### config.mk
export PLATFORM = sky130hd
export DESIGN_NAME = configurable_ring_shift_register
export DESIGN_NICKNAME = d
export VERILOG_FILES = /design/src/rtl/configurable_ring_shift_register.sv
export SDC_FILE = /design/constraint.sdc
export NUM_CORES = 1
export LEC_CHECK = 0
export CORE_MARGIN = 2
export CORE_UTILIZATION = 53
export CTS_CLUSTER_DIAMETER = 60
export CTS_CLUSTER_SIZE = 25
export DETAILED_ROUTE_END_ITERATION = 8
export PLACE_DENSITY = 0.91
export SYNTH_ARGS = -nofsm -noshare
export SYNTH_HDL_FRONTEND = slang
export SYNTH_SLANG_ARGS = --single-unit
### constraint.sdc
create_clock -name clk -period 4.8 [get_ports clk]
set_clock_uncertainty 0.2 [all_clocks]
set_input_delay 0.96 -clock clk [delete_from_list [all_inputs] [get_ports clk]]
set_output_delay 0.96 -clock clk [all_outputs]
set_load 0.01 [all_outputs]
### src/rtl/configurable_ring_shift_register.sv
// -----------------------------------------------------------------------------
// configurable_ring_shift_register
//
// Multi-mode shift register: hold, shift left/right, rotate left/right,
// twisted (Johnson) left/right and parallel load. In the twisted modes a step
// counter tracks progress through the 2*WIDTH-state Johnson cycle and pulses
// period_done on wrap. Optional self-correction forces illegal twisted-mode
// states back to all zeros and pulses err.
//
// Ports
//   clk          rising-edge clock
//   reset        asynchronous, active-high reset
//   en           advance enable (state holds, pulses low when 0)
//   mode[2:0]    operation select
//   sin          serial input for shift modes
//   d[W-1:0]     parallel load data
//   q[W-1:0]     register contents (registered)
//   sout         bit shifted out on the last advance (registered)
//   period_done  one-cycle pulse on Johnson period completion (registered)
//   err          one-cycle pulse on illegal-state correction (registered)
// -----------------------------------------------------------------------------
`timescale 1ns/1ps
module configurable_ring_shift_register #(
   parameter int               WIDTH        = 6,
   parameter logic [WIDTH-1:0] RESET_VALUE  = '0,
   parameter bit               SELF_CORRECT = 1'b1
) (
   input  logic             clk,
   input  logic             reset,
   input  logic             en,
   input  logic [2:0]       mode,
   input  logic             sin,
   input  logic [WIDTH-1:0] d,
   output logic [WIDTH-1:0] q,
   output logic             sout,
   output logic             period_done,
   output logic             err
);

   localparam logic [2:0] MODE_HOLD = 3'b000;
   localparam logic [2:0] MODE_SHL  = 3'b001;
   localparam logic [2:0] MODE_SHR  = 3'b010;
   localparam logic [2:0] MODE_ROL  = 3'b011;
   localparam logic [2:0] MODE_ROR  = 3'b100;
   localparam logic [2:0] MODE_TWL  = 3'b101;
   localparam logic [2:0] MODE_TWR  = 3'b110;
   localparam logic [2:0] MODE_LOAD = 3'b111;

   localparam int            CW       = $clog2(2 * WIDTH);
   localparam logic [CW-1:0] CNT_LAST = CW'(2 * WIDTH - 1);
   localparam logic [CW-1:0] CNT_ONE  = CW'(1);

   logic [CW-1:0]    cnt;
   logic [CW-1:0]    cnt_next;
   logic [WIDTH-1:0] q_next;
   logic             sout_next;
   logic             pd_next;
   logic             err_next;
   logic             twisted;
   logic             johnson_ok;
   int               transitions;

   // A legal Johnson state has at most one boundary between a run of ones and
   // a run of zeros.
   always_comb begin
      transitions = 0;
      for (int i = 0; i < WIDTH - 1; i++) begin
         if (q[i] != q[i+1]) transitions = transitions + 1;
      end
      johnson_ok = (transitions < 2);
   end

   always_comb begin
      q_next    = q;
      sout_next = sout;
      cnt_next  = '0;
      pd_next   = 1'b0;
      err_next  = 1'b0;
      twisted   = (mode == MODE_TWL) || (mode == MODE_TWR);

      case (mode)
         MODE_HOLD: q_next = q;
         MODE_SHL: begin
            q_next    = {q[WIDTH-2:0], sin};
            sout_next = q[WIDTH-1];
         end
         MODE_SHR: begin
            q_next    = {sin, q[WIDTH-1:1]};
            sout_next = q[0];
         end
         MODE_ROL: begin
            q_next    = {q[WIDTH-2:0], q[WIDTH-1]};
            sout_next = q[WIDTH-1];
         end
         MODE_ROR: begin
            q_next    = {q[0], q[WIDTH-1:1]};
            sout_next = q[0];
         end
         MODE_TWL: begin
            q_next    = {q[WIDTH-2:0], ~q[WIDTH-1]};
            sout_next = q[WIDTH-1];
         end
         MODE_TWR: begin
            q_next    = {~q[0], q[WIDTH-1:1]};
            sout_next = q[0];
         end
         MODE_LOAD: q_next = d;
         default:   q_next = q;
      endcase

      // Correction takes priority over the period wrap so a recovered state
      // never reports a completed period.
      if (twisted) begin
         if (SELF_CORRECT && !johnson_ok) begin
            q_next   = '0;
            cnt_next = '0;
            err_next = 1'b1;
         end else if (cnt == CNT_LAST) begin
            cnt_next = '0;
            pd_next  = 1'b1;
         end else begin
            cnt_next = cnt + CNT_ONE;
         end
      end
   end

   always_ff @(posedge clk or posedge reset) begin
      if (reset) begin
         q           <= RESET_VALUE;
         sout        <= 1'b0;
         period_done <= 1'b0;
         err         <= 1'b0;
         cnt         <= '0;
      end else if (en) begin
         q           <= q_next;
         sout        <= sout_next;
         period_done <= pd_next;
         err         <= err_next;
         cnt         <= cnt_next;
      end else begin
         period_done <= 1'b0;
         err         <= 1'b0;
      end
   end

endmodule
== Word-level counts from Yosys, hierarchy flattened ==
Cells that the tools add are included.
W data, S select, Z words.

* Word-level logic and storage cells: 51
* Output and inout bits: 9
* Bits of input ports: 13
* Bits in registers: 13

* Bitwise logic cells: 2
* Muxes and demuxes: 19
* Eq/ne operators: 13
* Reductions and logical operators: 6
* Add/sub/neg operators: 5
* Magnitude comparators: 1

{| class="wikitable"
|+ Operators with widths
! operator !! count
|-
| $add A32 B2 Y32 const B || 4
|-
| $mux W32 || 4
|-
| $pmux W6 S8 || 1
|-
| $lt A32 B3 Y1 const B || 1
|-
| $eq A3 B3 Y1 const B || 4
|-
| $mux W4 || 3
|-
| $mux W6 || 2
|-
| $mux W1 || 8
|-
| $eq A3 B2 Y1 const B || 2
|-
| $reduce_or A3 Y1 || 2
|-
| $ne A1 B1 Y1 || 5
|-
| $add A4 B1 Y4 const B || 1
|-
| $eq A4 B4 Y1 const B || 1
|-
| $eq A3 B1 Y1 const B || 1
|-
| $logic_not A3 Y1 || 1
|-
| $not A1 Y1 || 2
|-
| $pmux W1 S2 || 1
|-
| $reduce_and A2 Y1 || 1
|-
| $reduce_bool A2 Y1 || 1
|-
| $logic_or A1 B1 Y1 || 1
|}

== Depth between registers and ports, before layout ==
Gate-level depths: netlist (run 1).

* Depth after elaboration: 14
* Depth in mapped cells: 17
* Gate-level depth less buffers: 16

== Worst setup path after synthesis (run 1) ==
Ideal clock, no wire load.

* Path type: flip-flop to flip-flop
* From: register q[0]
* To: register cnt[3]
* Path slack: 1.169 ns
* Stages on the path, launching flop included: 18
* Arrival: 3.349 ns
* Period minus slack after synthesis: 3.631 ns
* Buffers on the path: 1
* Data required time: 4.517 ns
* Setup time: 0.083 ns
* Cells stage by stage: dfrtp_1 > clkbuf_1 > xnor2_1 > inv_1 > ha_1 > nand2_1 > o21ai_0 > ha_1 > nor2b_1 > o32ai_1 > o21a_1 > ha_1 > a21oi_1 > a32oi_1 > a311oi_1 > o2111a_2 > nand3_2 > o22ai_1

* Longest elaborated chain between the ends: 13

{| class="wikitable"
|+ Ends and longest elaborated chain
! item !! line !! RTL
|-
| from (decl) || 34 || <nowiki>output logic [WIDTH-1:0] q,</nowiki>
|-
| from (signal assigned) || 135 || <nowiki>q <= q_next;</nowiki>
|-
| $ne A1 B1 Y1 * || 68 || <nowiki>if (q[i] != q[i+1]) transitions = transitions + 1;</nowiki>
|-
| $mux W1 * || 68 ||
|-
| $add A32 B2 Y32 || 68 ||
|-
| $mux W32 * || 68 ||
|-
| $add A32 B2 Y32 || 68 ||
|-
| $mux W32 * || 68 ||
|-
| $add A32 B2 Y32 || 68 ||
|-
| $mux W32 * || 68 ||
|-
| $add A32 B2 Y32 || 68 ||
|-
| $mux W32 * || 68 ||
|-
| $lt A32 B3 Y1 * || 70 || <nowiki>johnson_ok = (transitions < 2);</nowiki>
|-
| $mux W4 * || 114 || <nowiki>if (SELF_CORRECT && !johnson_ok) begin</nowiki>
|-
| $mux W4 * || 113 || <nowiki>if (twisted) begin</nowiki>
|-
| to (signal assigned) || 139 || <nowiki>cnt <= cnt_next;</nowiki>
|-
| to (decl) || 53 || <nowiki>logic [CW-1:0] cnt;</nowiki>
|}

Every way passes the cells marked *; elsewhere a longest branch is shown, timed or not.
A chain may end at the register's enable or synchronous reset.

== Worst setup path after layout (run 1) ==
* From: register q[0]
* To: register cnt[0]

The elaborated chain is that of the path after synthesis.

==> results of run 1 <==
cells in the mapped netlist (2+ instances only):
cell       number  area, µm²
nor2b_1         5       31.3
o31a_1          2       17.5
dfrtp_1        13        325
clkbuf_1       11       41.3
o2111ai_1       2       17.5
o21ai_0        17       85.1
o32ai_1         2       17.5
buf_2           3       15.0
o311ai_0        2       17.5
o22ai_1        10       62.6
a31oi_1         2       12.5
nand2b_1        3       18.8
and3_1          3       18.8
ha_1            5       62.6
nor3b_1         2       15.0
a21oi_1         5       25.0
inv_1          14       52.6
nand3_1        13       65.1
nor2_1          5       18.8
xor2_1          5       43.8
nand2_1        18       67.6
nor3_1          4       20.0
xnor2_1         3       26.3
state kept, by name, indices dropped and copies added (netlist names):
signal	flops
err	1
period_done	1
q	6
sout	1
cnt	4
worst max-delay path: stages (launching register included):
cell and delay, ns:
dfrtp_1 0.66, xnor2_1 0.20, inv_1 0.07, ha_1 0.28, nand2_1 0.08, o21ai_0 0.08, ha_1 0.34, nor2b_1 0.07
o32ai_1 0.31, o21a_1 0.18, ha_1 0.23, a21oi_1 0.15, a32oi_1 0.07, a311oi_1 0.32, o2111a_2 0.32, nand3_2 0.13
o22ai_1 0.25
power by group through the flow:
stage                     Clock (µW)  Sequential, µW  Combinational [µW]
after floorplan                    0             169                 422
after global placement             0             209                 486
after global routing            73.4             220                 582
after CTS                       67.6             211                 516
final                           68.8             213                 524
after detailed placement           0             213                 510
layout make-up:
type	instances	area, µm²	share of cell area (%)
Multi-Input combinational cell	132	860	56.8
Sequential cell	13	325	21.5
Timing Repair Buffer	21	210	13.9
Inverter	15	56.3	3.72
Tap cell	28	35.0	2.31
Clock buffer	3	22.5	1.49
Clock inverter	1	5.00	0.331
layer usage:
layer | GRT usage, % | vias to the layer above
met5 | 0 | -
met4 | 7.69 | 0
met3 | 3.06 | 11
met2 | 45.5 | 73
met1 | 32.4 | 639
li1 | - | 657
worst paths after layout:
kind                             start  depth (start not counted)  slack [ns]          end
worst max-delay path              q[0]                         16        0.75       cnt[0]
min in group asynchronous        reset                          2        0.80  period_done
max in group asynchronous        reset                          2        3.27         sout
worst min register to register  cnt[2]                          1        0.30       cnt[2]
worst min-delay path            cnt[2]                          1        0.30       cnt[2]
worst max register to register    q[0]                         16        0.75       cnt[0]
per-stage QoR:
stage          std cells  area [µm²]  setup slack, ns  util [%]  hold WS (ns)
5_1_grt              213        1510            0.432      66.5         0.345
3_5_place_dp         209        1490            0.893      65.3         0.289
6_report             213        1510            0.746      66.5         0.299
4_1_cts              213        1510            0.817      66.5         0.308
3_3_place_gp         209        1490             1.08      65.3         0.281
2_1_floorplan        175        1310             1.17         -         0.265
kinds of logic (layout without fill, tap and decap cells):
logic type | Yosys count | after routing
buf+inv | 30 | 40
fa+ha+maj | 5 | 5
simple gates | 62 | 62
compound gates | 56 | 56
flops | 13 | 13
xor+xnor | 8 | 8
mux | 1 | 1
==> impl_summary.log, run 1 <==
INFO  metric synth_compound_gate_area_share = 29.1%
INFO  metric fin_crit = 4.05 ns
INFO  metric setup_total_negative_slack = 0 ns
INFO  metric area_of_the_mapped_netlist = 1310 µm²
INFO  metric maxUsedRoutingLayer = met4
INFO  metric grt_antenna_before_repair = 0
INFO  metric detailroute.via_count = 1,380
INFO  metric sequentialPowerShare = 26.4%
INFO  metric synth_nets = 193
INFO  metric grt_pass1_vias = 1,222
INFO  metric pwr-share-clk = 8.5%
INFO  metric netlist_instances = 175
INFO  metric cap_violations = 0
INFO  metric drt-met1-wl = 1.32 mm
INFO  metric die_x = 53.6 µm
INFO  metric cts-hold-fix-buffers = 0
INFO  metric combinational_family_with_the_most_area_after_synthesis = compound AO/OA/AOI/OAI gates
INFO  metric detailedRoute.firstPassIterationCount = 4
INFO  metric htree_levels = 1
INFO  metric critical_path.startpoint_type = flip-flop
INFO  metric viasPerCell = 6.48
INFO  metric post_synthesis_share_of_cell_area_spent_on_xor_and_xnor_gates = 5.37%
INFO  metric most-common-layout-cells = clkdlybuf4s50_1 (21), nand2_1 (18), o21ai_0 (17)
INFO  metric design.portCount = 22
INFO  metric layout.nets = 204
INFO  metric power.switching = 400 µW
INFO  metric weighted_congestion_at_the_end_of_routability_driven_global_placement = 0.851
INFO  metric std_cell_rows = 17
INFO  metric grt_start_max_net_pins = 26
INFO  metric drcViolationCount = 0
INFO  metric p_comb_share = 65.1%
INFO  metric ys_async_sr_fraction = 100%
INFO  metric fmax = 247 MHz
INFO  metric synth_simple_gate_area_share = 25.8%
INFO  metric timing.critical_path.arrival = 4.04 ns
INFO  metric num-fill-cells = 203
INFO  metric ctsRootBufferMaster = clkbuf_4
INFO  metric ir_worst_vdd = 375 µV
INFO  metric finalPower = 805 µW
INFO  metric internal-power = 405 µW
INFO  metric worstPathRequired = 4.78 ns
INFO  metric maxSlewHeadroom = 50.7%
INFO  metric cts_max_path_buffers = 2
INFO  metric design.die.area = 2880 µm²
INFO  metric ys.warnings.count = 0
INFO  metric hold_viol = 0
INFO  metric synth.mux.area_fraction = 0.767%
INFO  metric ratio_of_cells_with_drive_above_1_in_the_final_layout = 5.95%
INFO  metric clock-sinks = 13
INFO  metric remaining_global_route_overflow = 0
INFO  metric post_cts_resized = 0
INFO  metric setup_repair_bufs_after_cts = 0
INFO  metric power.density = 532 nW/µm²
INFO  metric worst-setup-path-type = flip-flop to flip-flop
INFO  metric place_hpwl = 2.28 mm
INFO  metric synth-edff-count = 0
INFO  metric finalSetupViolations = 0
INFO  metric leakage = 0.000606 µW
INFO  metric area_of_the_core_region = 2280 µm²
INFO  metric outcome = complete, no violations
INFO  metric cp-end-kind = flip-flop
INFO  metric detail_route.iter0.violations = 47
INFO  metric grt_pass1_wl = 5.54 mm
INFO  metric synth_sequential_area_ratio = 24.9%
INFO  metric die_y = 53.6 µm
INFO  metric cts_made_buffers = 3
INFO  metric finalMaxSlewViolations = 0
INFO  metric mapped_avg_cell_area = 7.46 µm²
INFO  metric layout_worst_path_cycle_share = 84.5%
INFO  metric clock_transition_at_path_regs = 0.08 ns
INFO  metric num_antenna_cells = 0
INFO  metric area_growth = 16.0%
INFO  metric route.final.wire_length = 3.25 mm
INFO  metric initial_core_util = 57.3%
INFO  metric wire_per_inst = 15.2 µm
INFO  metric buffer_ports.inserted = 21
INFO  metric tightestPinTransition = 0.739 ns
INFO  metric synth_cell_type_count = 49
INFO  metric power.switching_fraction = 49.7%
INFO  metric register_bit_count_reported_by_yosys = 13
INFO  metric yosys.area_share.adder = 4.79%
INFO  metric layout_commonest_cell = clkdlybuf4s50_1
INFO  metric tritoncts = done
INFO  metric worst_skew_pair.late_latency = 0.28 ns
INFO  metric hold_class = flip-flop to flip-flop
INFO  metric synth_ff_type = dfrtp_1
INFO  metric drt.antenna.violating_nets = 0
INFO  metric route.met2.wl = 1.65 mm
INFO  metric grtUsageTotal = 25.6%
INFO  metric path_max_fanout = 13
INFO  metric met3_wirelength = 201 µm
INFO  metric rsz0062_at_grt = no
(Power assumes the default switching activity.)
==> inputs of run 2 (changes only) <==
clock period = 4.1 ns   (was 4.8 ns; I/O delays follow)
==> impl_summary.log, run 2 (synthesis results as in run 1) <==
INFO  metric outcome = complete, no violations
INFO  metric detailroute.via_count = 1,354 (-1.9%)
INFO  metric initial_core_util = 57.3% (unchanged)
INFO  metric cap_violations = 0 (unchanged)
INFO  metric grt_start_max_net_pins = 26 (unchanged)
INFO  metric finalHoldWorstSlack = 0.312 ns (+0.0132 ns)
INFO  metric worstPathRequired = 4.11 ns (-0.67 ns)
INFO  metric ir_worst_vdd = 373 µV (-0.53%)
INFO  metric buffer_ports.inserted = 21 (unchanged)
INFO  metric drcViolationCount = 0 (unchanged)
INFO  metric min_to = period_done
INFO  metric cts_made_buffers = 3 (unchanged)
INFO  metric clock-sinks = 13 (unchanged)
INFO  metric ctsRootBufferMaster = clkbuf_4
INFO  metric timing.critical_path.slowest_stage_cell = dfrtp_2
INFO  metric detailedRoute.firstPassIterationCount = 4 (unchanged)
INFO  metric wire_per_inst = 14.7 µm (-3.5%)
INFO  metric cp-end-kind = flip-flop
INFO  metric layout.nets = 206 (+0.98%)
INFO  metric num_antenna_cells = 0 (unchanged)
INFO  metric layout_commonest_cell = clkdlybuf4s50_1
INFO  metric timing.critical_path.arrival = 3.84 ns (-0.20 ns)
INFO  metric fmax = 261 MHz (+5.8%)
INFO  metric grtUsageTotal = 24.4% (-1.2 points)
INFO  metric critical_path.startpoint_type = flip-flop
INFO  metric path_max_fanout = 13 (unchanged)
INFO  metric tightestPinTransition = 0.730 ns (-0.00890 ns)
INFO  metric worst_path_largest_cell_delay = 0.51 ns (-0.15 ns)
INFO  metric reg2reg_slack = 0.27 ns (-0.48 ns)
INFO  metric route.final.wire_length = 3.17 mm (-2.6%)
INFO  metric crit_family = compound AO/OA/AOI/OAI gates
INFO  metric std_cell_rows = 17 (unchanged)
INFO  metric die_x = 53.6 µm (unchanged)
INFO  metric area_of_the_core_region = 2280 µm² (unchanged)
INFO  metric worst_r2r_path_depth = 16 (unchanged)
INFO  metric area_growth = 17.7%
INFO  metric min-delay-start = cnt[3]
INFO  metric remaining_global_route_overflow = 0 (unchanged)
INFO  metric layout_worst_path_cycle_share = 93.4% (+9.0 points)
INFO  metric top_regs = q (6), cnt (4)
INFO  metric worst_r2r_endpoint = cnt[0]
INFO  metric ratio_of_cells_with_drive_above_1_in_the_final_layout = 8.02% (+2.1 points)
INFO  metric maxSlewHeadroom = 51.3% (+0.59 points)
INFO  metric hold_class = flip-flop to flip-flop
INFO  metric critical_path.cell_chain = xnor2_1 -> inv_1 -> ha_1 -> nand2_1 -> o21ai_0 -> ha_1 -> nor2b_1 -> o32ai_1 -> o21a_1 -> ha_1 -> a21oi_1 -> a32oi_1 -> a311oi_2 -> o2111a_2 -> nand3_2 -> o22ai_1
INFO  metric htree_levels = 1 (unchanged)
INFO  metric weighted_congestion_at_the_end_of_routability_driven_global_placement = 0.931 (+9.4%)
INFO  metric place_hpwl = 2.30 mm (+0.59%)
INFO  metric drt.antenna.violating_nets = 0 (unchanged)
INFO  metric viasPerCell = 6.30 (-2.8%)
INFO  metric worst-setup-path-type = flip-flop to flip-flop
INFO  metric design.portCount = 22 (unchanged)
INFO  metric die_y = 53.6 µm (unchanged)
INFO  metric cts-hold-fix-buffers = 0 (unchanged)
INFO  metric tritoncts = done
INFO  metric design.die.area = 2880 µm² (unchanged)
INFO  metric worst_skew_pair.late_latency = 0.30 ns (+0.02 ns)
INFO  metric largest_reg_flops = 6 (unchanged)
INFO  metric clock_transition_at_path_regs = 0.08 ns (about the same)
INFO  metric rr_startpoint = q[0]
INFO  metric grt_pass1_wl = 5.19 mm (-6.4%)
INFO  metric finalMaxSlewViolations = 0 (unchanged)
INFO  metric hold_viol = 0 (unchanged)
INFO  metric power.density = 626 nW/µm² (+18%)
INFO  metric fin_crit = 3.83 ns (-0.223 ns)
INFO  metric regMostFlops = q
INFO  metric finalSetupViolations = 0 (unchanged)
INFO  metric grt_antenna_before_repair = 0 (unchanged)
INFO  metric crit_top_cell = ha_1
INFO  metric finish.utilization = 67.5% (+0.99 points)
INFO  metric cts_max_path_buffers = 2 (unchanged)
INFO  metric worstHoldPathCells = 2 (+1)
INFO  metric worst-path-buf-inv = 1 (unchanged)
INFO  metric grt_pass1_vias = 1,206 (-1.3%)
INFO  metric setup_total_negative_slack = 0 ns (unchanged)
INFO  metric most-common-layout-cells = clkdlybuf4s50_1 (21), nand2_1 (18), o21ai_0 (17)
INFO  metric finalPower = 963 µW (+20%)
INFO  metric detail_route.iter0.violations = 39 (-17%)
INFO  metric leakage = 0.000616 µW (+1.6%)
-- run 2: changes by cell type in the layout (fill, tap and decap cells not counted), sizes merged --
cell  before  now
buf        0    2
-- run 2: power breakdown --
part	internal, µW	switching (µW)	total, µW	leakage [µW]
Sequential	157	77.9	235	0.000169
Clock	36.5	49.2	85.7	0.0000177
Combinational	292	350	642	0.000429
-- run 2: worst max-delay path by stage --
stage / startpoint / end / slack, ns / cells after the start
floorplan: q[0] / cnt[3] / 0.47 / 17
global placement: q[0] / cnt[0] / 0.49 / 16
detailed placement: q[0] / cnt[0] / 0.18 / 16
CTS: q[0] / cnt[0] / 0.17 / 16
global route: q[0] / cnt[0] / -0.001 / 16
finish: q[0] / cnt[0] / 0.27 / 16
-- run 2: repair_timing --
action,CTS,global route
gates resized for setup,0,2
endpoints found under the setup margin,0,11
buffers inserted,0,0
-- run 2: metal layers --
metal | up-vias | share of wire (%) | global-route usage [%]
met5 | - | 0 | 0
met4 | 0 | 1.7 | 10.7
met3 | 5 | 3.8 | 1.67
met2 | 44 | 51 | 43.6
met1 | 639 | 43 | 30.0
li1 | 666 | - | -
-- run 2: stage by stage --
step / instances / cell area [µm²] / setup slack [ns]
after detailed placement: 211 / 1500 / 0.179
after CTS: 215 / 1530 / 0.167
after global routing: 215 / 1540 / -0.00123
final: 215 / 1540 / 0.269
after global placement: 211 / 1500 / 0.492
after floorplan: 175 / 1310 / 0.469
-- run 2: area by class of cell --
type,count,area (µm²)
Multi-Input combinational cell,132,866
Fill cell,186,739
Sequential cell,13,327
Timing Repair Buffer,23,225
Inverter,15,56.3
Tap cell,28,35.0
Clock buffer,3,22.5
Clock inverter,1,5.00
-- run 2: worst reg2reg max path, cell delays in order (launching register included) --
cell and delay (ns):
dfrtp_2 0.51, xnor2_1 0.23, inv_1 0.07, ha_1 0.28
nand2_1 0.08, o21ai_0 0.10, ha_1 0.36, nor2b_1 0.06
o32ai_1 0.31, o21a_1 0.18, ha_1 0.24, a21oi_1 0.16
a32oi_1 0.10, a311oi_2 0.29, o2111a_2 0.31, nand3_2 0.12
o22ai_1 0.16
==> inputs of run 3 (changes only) <==
CORE_MARGIN = unset   (was 2)
MAX_ROUTING_LAYER = met4   (was unset)
==> impl_summary.log, run 3 (synthesis results as in run 1) <==
INFO  metric remaining_global_route_overflow = 0 (unchanged)
INFO  metric worst_skew_pair.late_latency = 0.30 ns (about the same)
INFO  metric htree_levels = 1 (unchanged)
INFO  metric detailroute.via_count = 1,384 (+2.2%)
INFO  metric worst_r2r_path_depth = 16 (unchanged)
INFO  metric ratio_of_cells_with_drive_above_1_in_the_final_layout = 7.49% (-0.53 points)
INFO  metric cts-hold-fix-buffers = 0 (unchanged)
INFO  metric worst-setup-path-type = flip-flop to flip-flop
INFO  metric detailedRoute.firstPassIterationCount = 4 (unchanged)
INFO  metric outcome = complete, no violations
INFO  metric layout_commonest_cell = clkdlybuf4s50_1
INFO  metric ctsRootBufferMaster = clkbuf_4
INFO  metric design.portCount = 22 (unchanged)
INFO  metric layout_worst_path_cycle_share = 93.3% (-0.18 points)
INFO  metric area_of_the_core_region = 2280 µm² (unchanged)
INFO  metric cap_violations = 0 (unchanged)
INFO  metric timing.critical_path.arrival = 3.86 ns (+0.02 ns)
INFO  metric cts_made_buffers = 3 (unchanged)
INFO  metric dp_worst_setup_slack = 0.240 ns (+0.0604 ns)
INFO  metric design.die.area = 2660 µm² (-7.3%)
INFO  metric fmax = 262 MHz (+0.19%)
INFO  metric area_growth = 17.6% (about the same)
INFO  metric final-instance-count-excl-fill = 215 (unchanged)
INFO  metric grt_pass1_vias = 1,244 (+3.2%)
INFO  metric rsz0062_at_grt = no
INFO  metric layout.nets = 206 (unchanged)
INFO  metric finalPower = 964 µW (+0.16%)
INFO  metric critical_path.startpoint_type = flip-flop
INFO  metric hold_viol = 0 (unchanged)
INFO  metric viasPerCell = 6.44 (+2.2%)
INFO  metric detail_route.iter0.violations = 51 (+31%)
INFO  metric cp-end-kind = flip-flop
INFO  metric grt_start_max_net_pins = 26 (unchanged)
INFO  metric final_critical_path_setup_slack = 0.276 ns (+0.00726 ns)
INFO  metric top_regs = q (6), cnt (4)
INFO  metric fin_crit = 3.82 ns (-0.00726 ns)
INFO  metric num_antenna_cells = 0 (unchanged)
INFO  metric tritoncts = done
INFO  metric route.final.wire_length = 3.24 mm (+2.2%)
INFO  metric grt_pass1_wl = 5.40 mm (+4.0%)
INFO  metric power.switching_fraction = 49.5% (-0.13 points)
INFO  metric largest_reg_flops = 6 (unchanged)
INFO  metric drt.antenna.violating_nets = 0 (unchanged)
INFO  metric worstHoldPathCells = 2 (unchanged)
INFO  metric finalSetupViolations = 0 (unchanged)
INFO  metric path_max_fanout = 13 (unchanged)
INFO  metric grt_antenna_before_repair = 0 (unchanged)
INFO  metric drcViolationCount = 0 (unchanged)
INFO  metric internal-power = 487 µW (+0.41%)
INFO  metric most-common-layout-cells = clkdlybuf4s50_1 (21), nand2_1 (18), o21ai_0 (17)
INFO  metric finalMaxSlewViolations = 0 (unchanged)
INFO  metric power.switching = 477 µW (-0.10%)
INFO  metric regMostFlops = q
INFO  metric pwr-share-clk = 8.9% (about the same)
INFO  metric buffer_ports.inserted = 21 (unchanged)
INFO  metric ir_worst_vdd = 368 µV (-1.4%)
INFO  metric clock-sinks = 13 (unchanged)
INFO  metric power.density = 628 nW/µm² (+0.24%)
INFO  metric die_x = 51.6 µm (-3.7%)
INFO  metric leakage = 0.000613 µW (-0.44%)
INFO  metric worstPathRequired = 4.13 ns (+0.02 ns)
INFO  metric sequentialPowerShare = 24.3% (about the same)
INFO  metric hold_class = flip-flop to flip-flop
INFO  metric tightestPinTransition = 0.751 ns (+0.0212 ns)
INFO  metric setup_total_negative_slack = 0 ns (unchanged)
INFO  metric die_y = 51.6 µm (-3.7%)
INFO  metric dp.cells = 211 (unchanged)
INFO  metric std_cell_rows = 17 (unchanged)
INFO  metric initial_core_util = 57.3% (unchanged)
INFO  metric grtUsageTotal = 27.3% (+2.9 points)
INFO  metric place_hpwl = 2.24 mm (-2.4%)
INFO  metric cts_max_path_buffers = 2 (unchanged)
INFO  metric weighted_congestion_at_the_end_of_routability_driven_global_placement = 0.939 (+0.81%)
INFO  metric maxSlewHeadroom = 49.9% (-1.4 points)
INFO  metric wire_per_inst = 15.1 µm (+2.2%)
INFO  metric clock_transition_at_path_regs = 0.09 ns (about the same)
INFO  metric p_comb_share = 66.7% (about the same)
==> run 3: critical path: stages, from the launching register on <==
cell	delay (ns)
dfrtp_2	0.51
xnor2_1	0.23
inv_1	0.07
ha_1	0.28
nand2_1	0.08
o21ai_0	0.09
ha_1	0.35
nor2b_1	0.06
o32ai_1	0.29
o21a_1	0.18
ha_1	0.24
a21oi_1	0.15
a32oi_1	0.08
a311oi_2	0.25
o2111ai_1	0.22
o31ai_1	0.30
a21o_1	0.17
==> run 3: power by group through the flow <==
stage               Sequential (µW)  Clock, µW  Combinational [µW]
detailed placement              237          0                 624
global route                    244       91.9                 708
global placement                230          0                 583
floorplan                       198          0                 494
CTS                             233       86.4                 629
finish                          235       86.3                 643
==> run 3: routing by layer <==
| layer | track usage [%] | vias to the layer above | part of all wire [%] |
|---|---|---|---|
| met5 | - | - | 0 |
| met1 | 32.4 | 656 | 40 |
| met4 | 9.91 | 0 | 2.8 |
| li1 | - | 659 | - |
| met2 | 47.4 | 59 | 52 |
| met3 | 3.22 | 10 | 5.3 |
==> run 3: path summary, 6_finish.rpt <==
path	start	slack [ns]	to
worst min-delay path	cnt[3]	0.32	period_done
worst min register to register	cnt[3]	0.32	period_done
min in group asynchronous	reset	0.65	q[3]
max in group asynchronous	reset	2.69	q[0]
worst max-delay path	q[0]	0.28	cnt[2]
worst max register to register	q[0]	0.28	cnt[2]
==> run 3: area by class of cell <==
class / count / area (µm²)
fill: 186 / 741
multi-input combinational: 132 / 866
inverter: 15 / 56.3
timing repair buffer: 23 / 225
sequential: 13 / 327
tap: 28 / 35.0
clock buffer: 4 / 26.3
==> run 3: timing repair <==
action / CTS / global route
resized for setup: 0 / 2
endpoints found under the setup margin: 0 / 11
setup buffers: 0 / 0
==> run 3: metrics by stage <==
stage	hold WS, ns	instance area [µm²]	util [%]
finish	0.315	1540	67.5
CTS	0.319	1530	67.1
global route	0.355	1540	67.5
global placement	0.284	1500	66.0
floorplan	0.265	1310	-
detailed placement	0.309	1500	66.0
